$ cat config.mk
export PLATFORM = sky130hd
export DESIGN_NAME = level_ctrl
export DESIGN_NICKNAME = d
export VERILOG_FILES = /design/src/rtl/level_ctrl.sv
export SDC_FILE = /design/constraint.sdc
export NUM_CORES = 1
export LEC_CHECK = 0
export CAP_MARGIN = 20
export CORE_MARGIN = 3
export CORE_UTILIZATION = 63
export CTS_CLUSTER_DIAMETER = 40
export DETAILED_ROUTE_END_ITERATION = 10
export HOLD_SLACK_MARGIN = 0.03
export PLACE_DENSITY = 0.85
export SYNTH_ARGS = -nofsm -noshare
export SYNTH_HDL_FRONTEND = slang
export SYNTH_SLANG_ARGS = --single-unit
$ cat constraint.sdc
create_clock -name clk -period 4.15 [get_ports clk]
set_clock_uncertainty 0.2 [all_clocks]
set_input_delay 0.83 -clock clk [delete_from_list [all_inputs] [get_ports clk]]
set_output_delay 0.83 -clock clk [all_outputs]
set_load 0.01 [all_outputs]
$ cat src/rtl/level_ctrl.sv
// level_ctrl -- map sequencer for a two-player level game.
//
// Walks the players through NUM_LEVELS maps. A start pulse on the title
// screen begins map 0. A hazard sends the level to a DEAD hold, after which
// the same map restarts. Both players in their doors sends it to a CLEAR
// hold, after which the next map starts, or WIN follows the last map.
// While a map is being played, the block also times the attempt in seconds
// and counts the diamonds collected.
//
// Optional build macro:
//   LEVEL_DIAMOND_GATE_EN - clearing also needs diamonds >= DIAMONDS_REQ.
//
// Ports:
//   clk           system clock, rising edge
//   rst           synchronous active-high reset
//   start         one-cycle start pulse (debounced)
//   p1_door/p2_door     player is inside its door (level)
//   p1_hazard/p2_hazard player touches a lethal river (level)
//   diamond_pulse one-cycle pulse per diamond collected
//   map_sel       active map index
//   map_en        map object-state enable (PLAY only)
//   map_rst       one-cycle map reinit pulse on every PLAY entry
//   state         FSM state code (TITLE=0 PLAY=1 DEAD=2 CLEAR=3 WIN=4)
//   level_time    seconds in current attempt, saturating at 999
//   diamonds      diamonds in current attempt, saturating at 15
module level_ctrl #(
  parameter int NUM_LEVELS    = 3,
  parameter int TICKS_PER_SEC = 100000000,
  parameter int HOLD_CYCLES   = 200000000,
  parameter int DIAMONDS_REQ  = 1
) (
  input  logic       clk,
  input  logic       rst,
  input  logic       start,
  input  logic       p1_door,
  input  logic       p2_door,
  input  logic       p1_hazard,
  input  logic       p2_hazard,
  input  logic       diamond_pulse,
  output logic [1:0] map_sel,
  output logic       map_en,
  output logic       map_rst,
  output logic [2:0] state,
  output logic [9:0] level_time,
  output logic [3:0] diamonds
);

  if (NUM_LEVELS < 1 || NUM_LEVELS > 4 || DIAMONDS_REQ < 0 || DIAMONDS_REQ > 15 ||
      TICKS_PER_SEC < 1 || HOLD_CYCLES < 1) begin : g_bad_param
    $error("level_ctrl: parameter out of range");
  end

  typedef enum logic [2:0] {
    S_TITLE = 3'd0,
    S_PLAY  = 3'd1,
    S_DEAD  = 3'd2,
    S_CLEAR = 3'd3,
    S_WIN   = 3'd4
  } state_t;

  localparam logic [31:0] TICK_LAST = 32'(TICKS_PER_SEC - 1);
  localparam logic [31:0] HOLD_LAST = 32'(HOLD_CYCLES - 1);
  localparam logic [1:0]  LAST_SEL  = 2'(NUM_LEVELS - 1);
  localparam logic [9:0]  TIME_MAX  = 10'd999;
  localparam logic [3:0]  DIA_MAX   = 4'd15;

  state_t      cur, nxt;
  logic [1:0]  sel_nxt;
  logic [31:0] hold_cnt;
  logic [31:0] tick_cnt;
  logic        hold_done;
  logic        hazard;
  logic        clear_ok;
  logic        play_entry;
  logic        play_run;

  assign state     = cur;
  assign hold_done = (hold_cnt == HOLD_LAST);
  assign hazard    = p1_hazard | p2_hazard;
  // The first PLAY cycle is the map_rst cycle: counters stay cleared on it.
  assign play_run  = (cur == S_PLAY) && !map_rst;

`ifdef LEVEL_DIAMOND_GATE_EN
  assign clear_ok = p1_door & p2_door & (diamonds >= 4'(DIAMONDS_REQ));
`else
  assign clear_ok = p1_door & p2_door;
`endif

  always_comb begin
    nxt     = cur;
    sel_nxt = map_sel;
    case (cur)
      S_TITLE: if (start) begin
        nxt     = S_PLAY;
        sel_nxt = 2'd0;
      end
      S_PLAY: begin
        if (hazard)        nxt = S_DEAD;   // hazard beats a simultaneous clear
        else if (clear_ok) nxt = S_CLEAR;
      end
      S_DEAD: if (start || hold_done) nxt = S_PLAY;
      S_CLEAR: if (hold_done) begin
        if (map_sel == LAST_SEL) nxt = S_WIN;
        else begin
          nxt     = S_PLAY;
          sel_nxt = map_sel + 2'd1;
        end
      end
      S_WIN: if (start) begin
        nxt     = S_TITLE;
        sel_nxt = 2'd0;
      end
      default: begin
        nxt     = S_TITLE;
        sel_nxt = 2'd0;
      end
    endcase
  end

  assign play_entry = (nxt == S_PLAY) && (cur != S_PLAY);

  always_ff @(posedge clk) begin
    if (rst) begin
      cur        <= S_TITLE;
      map_sel    <= 2'd0;
      map_en     <= 1'b0;
      map_rst    <= 1'b0;
      hold_cnt   <= '0;
      tick_cnt   <= '0;
      level_time <= '0;
      diamonds   <= '0;
    end else begin
      cur     <= nxt;
      map_sel <= sel_nxt;
      map_en  <= (nxt == S_PLAY);
      map_rst <= play_entry;

      // Hold counter restarts on every state change, runs in DEAD/CLEAR.
      if ((cur == S_DEAD || cur == S_CLEAR) && nxt == cur) hold_cnt <= hold_cnt + 32'd1;
      else                                                 hold_cnt <= '0;

      if (play_entry) begin
        tick_cnt   <= '0;
        level_time <= '0;
        diamonds   <= '0;
      end else if (play_run) begin
        if (tick_cnt == TICK_LAST) begin
          tick_cnt <= '0;
          if (level_time != TIME_MAX) level_time <= level_time + 10'd1;
        end else begin
          tick_cnt <= tick_cnt + 32'd1;
        end
        if (diamond_pulse && diamonds != DIA_MAX) diamonds <= diamonds + 4'd1;
      end
    end
  end

endmodule

==> flow_summary.json, run 1 <==
{
  "outcome": "complete, no violations",
  "fmax_ghz": 0.308,
  "max_stage_delay_ns": 0.62,
  "pwr_density_cell_nw_per_um2": 324,
  "syn_nets": 487,
  "gp_congestion": 0.854,
  "post_cts_resized": 0,
  "pre_cts_ws_ns": 0.969,
  "crit_required_ns": 4.12,
  "ys_seq_elements": 85,
  "antenna_left": 0,
  "final_hold_viol_count": 0,
  "drive_above_1_share": 0.0542,
  "areaGrowthSynthToFinish_pct": 12.0,
  "tightest_slew_ns": 1.01,
  "leakage_nw": 1.42,
  "h-tree-depth": 3,
  "critPathKind": "register to register",
  "final_max_slew_viol_count": 0,
  "post_dp_cell_area_sq_um": 4490,
  "core_area_sq_um": 6390,
  "antenna_found_initial": 0,
  "finalCritPeriodShare": 0.784,
  "switching_power_mw": 0.368,
  "setup_tns_ns": 0,
  "mostFrequentLayoutCells": "dfxtp_1 (85), nor2_1 (56), a211oi_1 (42)",
  "start_util": 0.655,
  "intPower_mw": 1.15,
  "design_area_sq_um": 4680,
  "gr-total-overflow": 0,
  "worst_setup_hold_path_clk_slew_ns": 0.08,
  "worst_path_max_delay_cell": "nor4_1",
  "postCtsHoldBufs": 0,
  "wire_per_inst_um": 15.2,
  "dieArea_sq_um": 7660,
  "power_frac_comb": 0.075,
  "drt-pass1-iter-count": 4,
  "dieHeight_um": 87.5,
  "die_x_um": 87.5,
  "clock_sinks": 85,
  "postCtsSetupBuffers": 0,
  "place.detailed.hpwl_mm": 5.88,
  "drcViolationCount": 0,
  "diodes": 0,
  "yosysUniqueCellTypes": 46,
  "clock_latency_ns": 0.35,
  "vias_per_cell": 6.10,
  "synth_edf_count": 0,
  "rsz0062_at_grt": "false",
  "path_buf_inv": 1,
  "vias": 3510,
  "p_clk_frac": 0.378,
  "wl_mm": 8.76,
  "hold_path.class": "register to register",
  "async_reset_ff_frac": 0,
  "clk_path_buf_depth": 2,
  "final_nets": 506,
  "syn-instance-count": 474,
  "grt_pass1_wl_mm": 15.5,
  "worst_slack_ns": 0.898,
  "cp_max_fo": 32,
  "p_seq_frac": 0.547,
  "boundaryPins": 29,
  "ys_warn_count": 0,
  "ys.flop_type": "dfxtp_1",
  "peakVddDrop_uv": 224,
  "grt_use_total": 0.246,
  "port_buffers": 28,
  "crit_arrival_ns": 3.22,
  "switching_share": 0.242,
  "drv_cap": 0,
  "worst_setup_path_start_kind": "register",
  "root_buffer": "clkbuf_8",
  "ys_seq_area_frac": 0.407,
  "cts_tree": "done",
  "end_kind": "register",
  "netlist_area_sq_um": 4180,
  "setup_viol": 0,
  "post-route-min-period_ns": 3.25,
  "avgSynthCellArea_sq_um": 8.83,
  "final_common_cell": "dfxtp_1",
  "crit_chain": "ha_1, and4_1, nand2_1, nor4_1, o211ai_1, a21oi_4, buf_4, a221oi_1",
  "drt-initial-drc-count": 308,
  "cts_buffers": 9,
  "grt_pass1_vias": 3364,
  "grt_start_max_net_pins": 50,
  "slew_headroom": 0.324,
  "rows": 29,
  "cp_top_family": "simple AND/OR/NAND/NOR gates"
}
-- power by group through the flow --
stage	logic [mW]	clock network [mW]	registers, mW
after floorplan	0.0839	0	0.848
after global placement	0.110	0	0.850
after detailed placement	0.112	0	0.850
after CTS	0.113	0.583	0.831
after global routing	0.125	0.617	0.833
final	0.113	0.575	0.831
-- stage by stage --
step,instances,hold slack (ns),power (mW),util
after detailed placement,559,0.278,0.962,0.703
after global routing,575,0.330,1.57,0.734
after floorplan,474,0.238,0.932,-
final,575,0.291,1.52,0.734
after global placement,559,0.254,0.960,0.703
after CTS,575,0.300,1.53,0.734
-- synth_stat cells, drive strengths merged, types with 2 or more instances --
master  instances  area [sq um]
ha              5          62.6
nand2b          5          31.3
or3             2          12.5
and3b           2          17.5
clkbuf         18          67.6
xnor2          36           315
xor2           35           307
and3           12          75.1
a21oi           7          38.8
and4           11          96.3
nand4          22           138
or4             4          30.0
nand3          28           140
dfxtp          85          1700
nand3b          2          15.0
nand2          33           124
a211oi         42           315
nor4           10          83.8
nor4b           4          35.0
inv             9          33.8
o21ai           5          25.0
nor3           10          60.1
buf             6          45.0
and2            3          18.8
mux2i           4          40.0
o211ai          3          22.5
a221oi          2          17.5
nor2           56           210
nor2b           2          12.5
-- worst paths after layout --
check / start / to / slack [ns] / depth (start not counted)
min: hold_cnt[0] / hold_cnt[0] / 0.29 / 1
min reg2reg: hold_cnt[0] / hold_cnt[0] / 0.29 / 1
max reg2reg: hold_cnt[0] / tick_cnt[0] / 0.90 / 8
max: hold_cnt[0] / tick_cnt[0] / 0.90 / 8
-- cell families (layout without fill, tap and decap cells) --
kind of cell               count (synthesis)  after routing  share of synthesized area
AOI/OAI and AO/OA                         64             64                      0.109
xor gates and xnor gates                  71             71                      0.149
and+or+nand+nor                          212            212                      0.276
buffers and inverters                     33             57                     0.0350
DFF                                       85             85                      0.407
adders and majority gates                  5              5                     0.0150
muxes                                      4              4                    0.00957
-- state kept, by name, summed over array words and instances (netlist names) --
name,flops
tick_cnt,32
diamonds,4
hold_cnt,32
level_time,10
map_sel,2
state,3
map_en,1
map_rst,1
-- routing by layer --
| metal | vias up | routed length (um) | track usage |
|---|---|---|---|
| li1 | 1739 | - | - |
| met1 | 1659 | 4080 | 0.336 |
| met2 | 98 | 4170 | 0.388 |
| met3 | 14 | 417 | 0.0634 |
| met4 | 0 | 96 | 0.0586 |
| met5 | - | 0 | 0 |
-- worst register-to-register path, delay by kind of cell (launching register included) --
kind	cells	cell delay, ns
AND/OR/NAND/NOR	3	1.01
AO/OA/AOI/OAI	3	0.83
buffers and inverters	1	0.42
flip-flops	1	0.40
adder cells (fa/ha/maj)	1	0.22
-- cell type report --
type	instances	area (sq um)
clock buffer	12	145
clock inverter	4	47.5
fill	489	1700
inverter	9	33.8
multi-input combinational	356	2350
sequential	85	1700
tap	77	96.3
timing repair buffer	32	310
(Power assumes the default switching activity.)
==> run 2, diff against run 1 <==
--- a/config.mk
+++ b/config.mk
@@ -7,11 +7,11 @@
 export LEC_CHECK = 0
 export CAP_MARGIN = 20
 export CORE_MARGIN = 3
-export CORE_UTILIZATION = 63
+export CORE_UTILIZATION = 59
 export CTS_CLUSTER_DIAMETER = 40
 export DETAILED_ROUTE_END_ITERATION = 10
 export HOLD_SLACK_MARGIN = 0.03
-export PLACE_DENSITY = 0.85
+export PLACE_DENSITY = 0.8
 export SYNTH_ARGS = -nofsm -noshare
 export SYNTH_HDL_FRONTEND = slang
 export SYNTH_SLANG_ARGS = --single-unit
==> constraint.sdc (replaced) <==
create_clock -name clk -period 3.05 [get_ports clk]
set_clock_uncertainty 0.2 [all_clocks]
set_input_delay 0.61 -clock clk [delete_from_list [all_inputs] [get_ports clk]]
set_output_delay 0.61 -clock clk [all_outputs]
set_load 0.01 [all_outputs]
==> flow_summary.json, run 2 (synthesized netlist as in run 1, its figures left out) <==
{
  "hold_path.startpoint": "hold_cnt[0]",
  "critPathKind": "register to register",
  "antenna_found_initial": 0,
  "grt_pass1_vias": 3336,
  "slew_headroom": 0.594,
  "worst_setup_path_start_kind": "register",
  "setup_viol": 0,
  "drcViolationCount": 0,
  "clock_sinks": 85,
  "grt_pass1_wl_mm": 15.5,
  "antenna_left": 0,
  "clock_latency_ns": 0.34,
  "end_kind": "register",
  "drt-initial-drc-count": 340,
  "final_hold_viol_count": 0,
  "cts_buffers": 9,
  "fmax_ghz": 0.361,
  "crit_required_ns": 3.05,
  "gp_congestion": 0.856,
  "postCtsSetupBuffers": 0,
  "core_area_sq_um": 6830,
  "crit_arrival_ns": 2.77,
  "h-tree-depth": 3,
  "grt_use_total": 0.226,
  "reg.largest.list": "hold_cnt: 32 flops, tick_cnt: 32 flops, level_time: 10 flops",
  "post_cts_resized": 0,
  "r2r-start": "hold_cnt[0]",
  "design_area_sq_um": 4740,
  "worst_setup_hold_path_clk_slew_ns": 0.08,
  "vias_per_cell": 5.90,
  "rows": 30,
  "areaGrowthSynthToFinish_pct": 13.4,
  "crit_start": "hold_cnt[0]",
  "die_x_um": 90.2,
  "cts_tree": "done",
  "outcome": "complete, no violations",
  "pwr_density_cell_nw_per_um2": 441,
  "total_power_mw": 2.09,
  "post-route-min-period_ns": 2.77,
  "tightest_slew_ns": 0.604,
  "cp_max_fo": 48,
  "drv_cap": 0,
  "hold_path.class": "register to register",
  "rsz0062_at_grt": "false",
  "diodes": 0,
  "gr-total-overflow": 0,
  "peakVddDrop_uv": 335,
  "setup_tns_ns": 0,
  "dp.cells": 581,
  "final_max_slew_viol_count": 0,
  "vias": 3522,
  "finalCritPeriodShare": 0.908,
  "wl_mm": 8.85,
  "postCtsHoldBufs": 0,
  "final_nets": 509,
  "port_buffers": 28,
  "grt_start_max_net_pins": 49,
  "place.detailed.hpwl_mm": 5.86,
  "boundaryPins": 29,
  "dieArea_sq_um": 8140,
  "drt-pass1-iter-count": 5,
  "drive_above_1_share": 0.0579,
  "fin_cells": 597,
  "wire_per_inst_um": 14.8,
  "dieHeight_um": 90.2,
  "final_common_cell": "dfxtp_1",
  "root_buffer": "clkbuf_8",
  "start_util": 0.612,
  "mostFrequentLayoutCells": "dfxtp_1 (85), nor2_1 (56), a211oi_1 (42)",
  "post_dp_cell_area_sq_um": 4550,
  "clk_path_buf_depth": 2,
  "leakage_nw": 1.44
}
## run 2: layout make-up
type | instances | area (sq um)
multi-input cells | 356 | 2350
repair buffers | 35 | 345
fillers | 547 | 2090
well taps | 96 | 120
flip-flops and latches | 85 | 1700
clock inverters | 3 | 45.0
inverters | 9 | 33.8
clock buffers | 13 | 149
## run 2: through the flow
step                      setup slack [ns]  hold slack [ns]  utilization
final                                0.281            0.301        0.695
after global routing                0.0668            0.348        0.695
after CTS                            0.271            0.309        0.695
after detailed placement             0.305            0.290        0.666
after global placement               0.394            0.255        0.666
after floorplan                      0.533            0.238            -
## run 2: critical path: stages (launching register included)
cell      delay, ns
dfxtp_1        0.41
ha_1           0.23
and4_1         0.29
nand2_1        0.11
or4_1          0.47
a211o_1        0.36
a21oi_4        0.18
buf_12         0.25
a211oi_1       0.11
## run 2: routing by layer
| layer | GRT usage | routed length [um] | up-vias |
|---|---|---|---|
| met1 | 0.319 | 4240 | 1677 |
| met3 | 0.0393 | 436 | 12 |
| li1 | - | - | 1745 |
| met5 | 0 | 0 | - |
| met2 | 0.349 | 4050 | 88 |
| met4 | 0.0778 | 118 | 0 |
## run 2: path summary, 6_finish.rpt
check                                     to  slack (ns)  depth (start not counted)
worst min-delay path             hold_cnt[0]        0.30                          1
worst min register to register   hold_cnt[0]        0.30                          1
worst max-delay path            tick_cnt[25]        0.28                          8
worst max register to register  tick_cnt[25]        0.28                          8
## run 2: where the power goes
part | total [mW] | internal [mW] | switching [mW]
sequential | 1.13 | 1.12 | 0.00860
clock | 0.790 | 0.403 | 0.387
combinational | 0.175 | 0.0607 | 0.115
==> run 3, diff against run 2 <==
--- a/config.mk
+++ b/config.mk
@@ -5,13 +5,13 @@
 export SDC_FILE = /design/constraint.sdc
 export NUM_CORES = 1
 export LEC_CHECK = 0
-export CAP_MARGIN = 20
 export CORE_MARGIN = 3
 export CORE_UTILIZATION = 59
 export CTS_CLUSTER_DIAMETER = 40
 export DETAILED_ROUTE_END_ITERATION = 10
 export HOLD_SLACK_MARGIN = 0.03
-export PLACE_DENSITY = 0.8
+export PLACE_DENSITY = 0.9
+export SETUP_SLACK_MARGIN = 0.3
 export SYNTH_ARGS = -nofsm -noshare
 export SYNTH_HDL_FRONTEND = slang
 export SYNTH_SLANG_ARGS = --single-unit
==> flow_summary.json, run 3 (synthesized netlist as in run 1, its figures left out) <==
{
  "crit_required_ns": 3.08,
  "finalCritPeriodShare": 0.895,
  "port_buffers": 28,
  "drive_above_1_share": 0.0938,
  "p_seq_frac": 0.501,
  "intPower_mw": 1.69,
  "drv_cap": 0,
  "peakVddDrop_uv": 328,
  "dieArea_sq_um": 8140,
  "worst_path_max_delay_cell": "or4_1",
  "start_util": 0.612,
  "rsz0062_at_grt": "false",
  "critPathKind": "register to register",
  "diodes": 0,
  "clk_path_buf_depth": 2,
  "core_area_sq_um": 6830,
  "max_stage_delay_ns": 0.54,
  "end_kind": "register",
  "drt-initial-drc-count": 471,
  "mostFrequentLayoutCells": "dfxtp_1 (82), nor2_1 (56), a211oi_1 (42)",
  "reg.largest.list": "hold_cnt: 32 flops, tick_cnt: 32 flops, level_time: 10 flops",
  "switching_power_mw": 0.562,
  "grt_pass1_vias": 3470,
  "drcViolationCount": 0,
  "post-route-min-period_ns": 2.73,
  "drt-pass1-iter-count": 5,
  "hold_path.class": "register to register",
  "crit_chain": "ha_4, and4_4, nand2_2, or4_1, a211o_1, a21oi_4, buf_12, clkbuf_16, a211oi_1",
  "vias": 3877,
  "pre_cts_ws_ns": 0.331,
  "final_nets": 520,
  "worst_slack_ns": 0.321,
  "place.detailed.hpwl_mm": 6.37,
  "clock_sinks": 85,
  "wire_per_inst_um": 18.3,
  "pwr_density_cell_nw_per_um2": 455,
  "areaGrowthSynthToFinish_pct": 18.2,
  "slew_headroom": 0.717,
  "crit_arrival_ns": 2.76,
  "dieHeight_um": 90.2,
  "outcome": "complete, no violations",
  "leakage_nw": 1.53,
  "root_buffer": "clkbuf_8",
  "grt_pass1_wl_mm": 16.9,
  "fin_cells": 608,
  "grt_use_total": 0.252,
  "cp_top_family": "simple AND/OR/NAND/NOR gates",
  "fmax_ghz": 0.366,
  "worst_setup_hold_path_clk_slew_ns": 0.08,
  "tightest_slew_ns": 0.421,
  "dp.cells": 581,
  "total_power_mw": 2.25,
  "vias_per_cell": 6.38,
  "gp_congestion": 0.854,
  "final_hold_viol_count": 0,
  "antenna_found_initial": 0,
  "gr-total-overflow": 0,
  "setup_viol": 0,
  "switching_share": 0.250,
  "worst_setup_path_start_kind": "register",
  "setup_tns_ns": 0,
  "h-tree-depth": 3,
  "final_common_cell": "dfxtp_1",
  "finish.utilization": 0.724,
  "power_frac_comb": 0.112,
  "clock_latency_ns": 0.37,
  "wl_mm": 11.1,
  "die_x_um": 90.2,
  "cts_buffers": 9,
  "cp_max_fo": 6,
  "final_max_slew_viol_count": 0,
  "rows": 30,
  "fillCellCount": 473,
  "grt_start_max_net_pins": 38,
  "antenna_left": 0,
  "cts_tree": "done",
  "boundaryPins": 29,
  "path_buf_inv": 2,
  "p_clk_frac": 0.387
}
[run 3: changes by cell type in the layout (fill, tap and decap cells not counted), sizes merged]
cell / change
bufinv: +1
buf: +9
clkinvlp: -1
clkbuf: +1
clkinv: +1
[run 3: power by group through the flow]
stage / logic (mW) / clock network [mW] / registers [mW]
2_1_floorplan: 0.114 / 0 / 1.15
3_3_place_gp: 0.167 / 0 / 1.15
3_5_place_dp: 0.168 / 0 / 1.15
4_1_cts: 0.193 / 0.865 / 1.13
5_1_grt: 0.263 / 0.911 / 1.13
6_report: 0.251 / 0.871 / 1.13
[run 3: what timing repair did]
action	CTS	global route
gates cloned	1	4
setup endpoints to repair	47	81
hold endpoints to repair	0	0
gates resized for setup	3	12
pin swaps	1	6
buffers inserted	0	6
hold buffers	0	0
[run 3: cell type report]
cell class	instances	area, sq um	area share
tap	96	120	0.0243
sequential	85	1710	0.345
inverter	9	33.8	0.00683
clock buffer	12	135	0.0273
clock inverter	4	72.6	0.0147
multi-input combinational	356	2380	0.481
timing repair buffer	46	495	0.100
[run 3: worst paths after layout]
| kind | startpoint | to | slack (ns) | depth (start not counted) |
|---|---|---|---|---|
| hold reg to reg | hold_cnt[0] | hold_cnt[0] | 0.30 | 1 |
| hold / removal | hold_cnt[0] | hold_cnt[0] | 0.30 | 1 |
| setup reg to reg | hold_cnt[0] | tick_cnt[4] | 0.32 | 9 |
| setup / recovery | hold_cnt[0] | tick_cnt[4] | 0.32 | 9 |
[run 3: per-stage QoR]
step	area, sq um	hold slack (ns)
2_1_floorplan	4180	0.238
3_3_place_gp	4550	0.251
3_5_place_dp	4550	0.276
4_1_cts	4790	0.296
5_1_grt	4940	0.317
6_report	4940	0.301
[run 3: per-layer routing]
metal  global-route usage  vias up  wire length [um]
met5                    0        -                 0
met4                0.105        0               443
met3               0.0444       55               847
met2                0.400      200              5240
met1                0.339     1845              4580
li1                     -     1777                 -
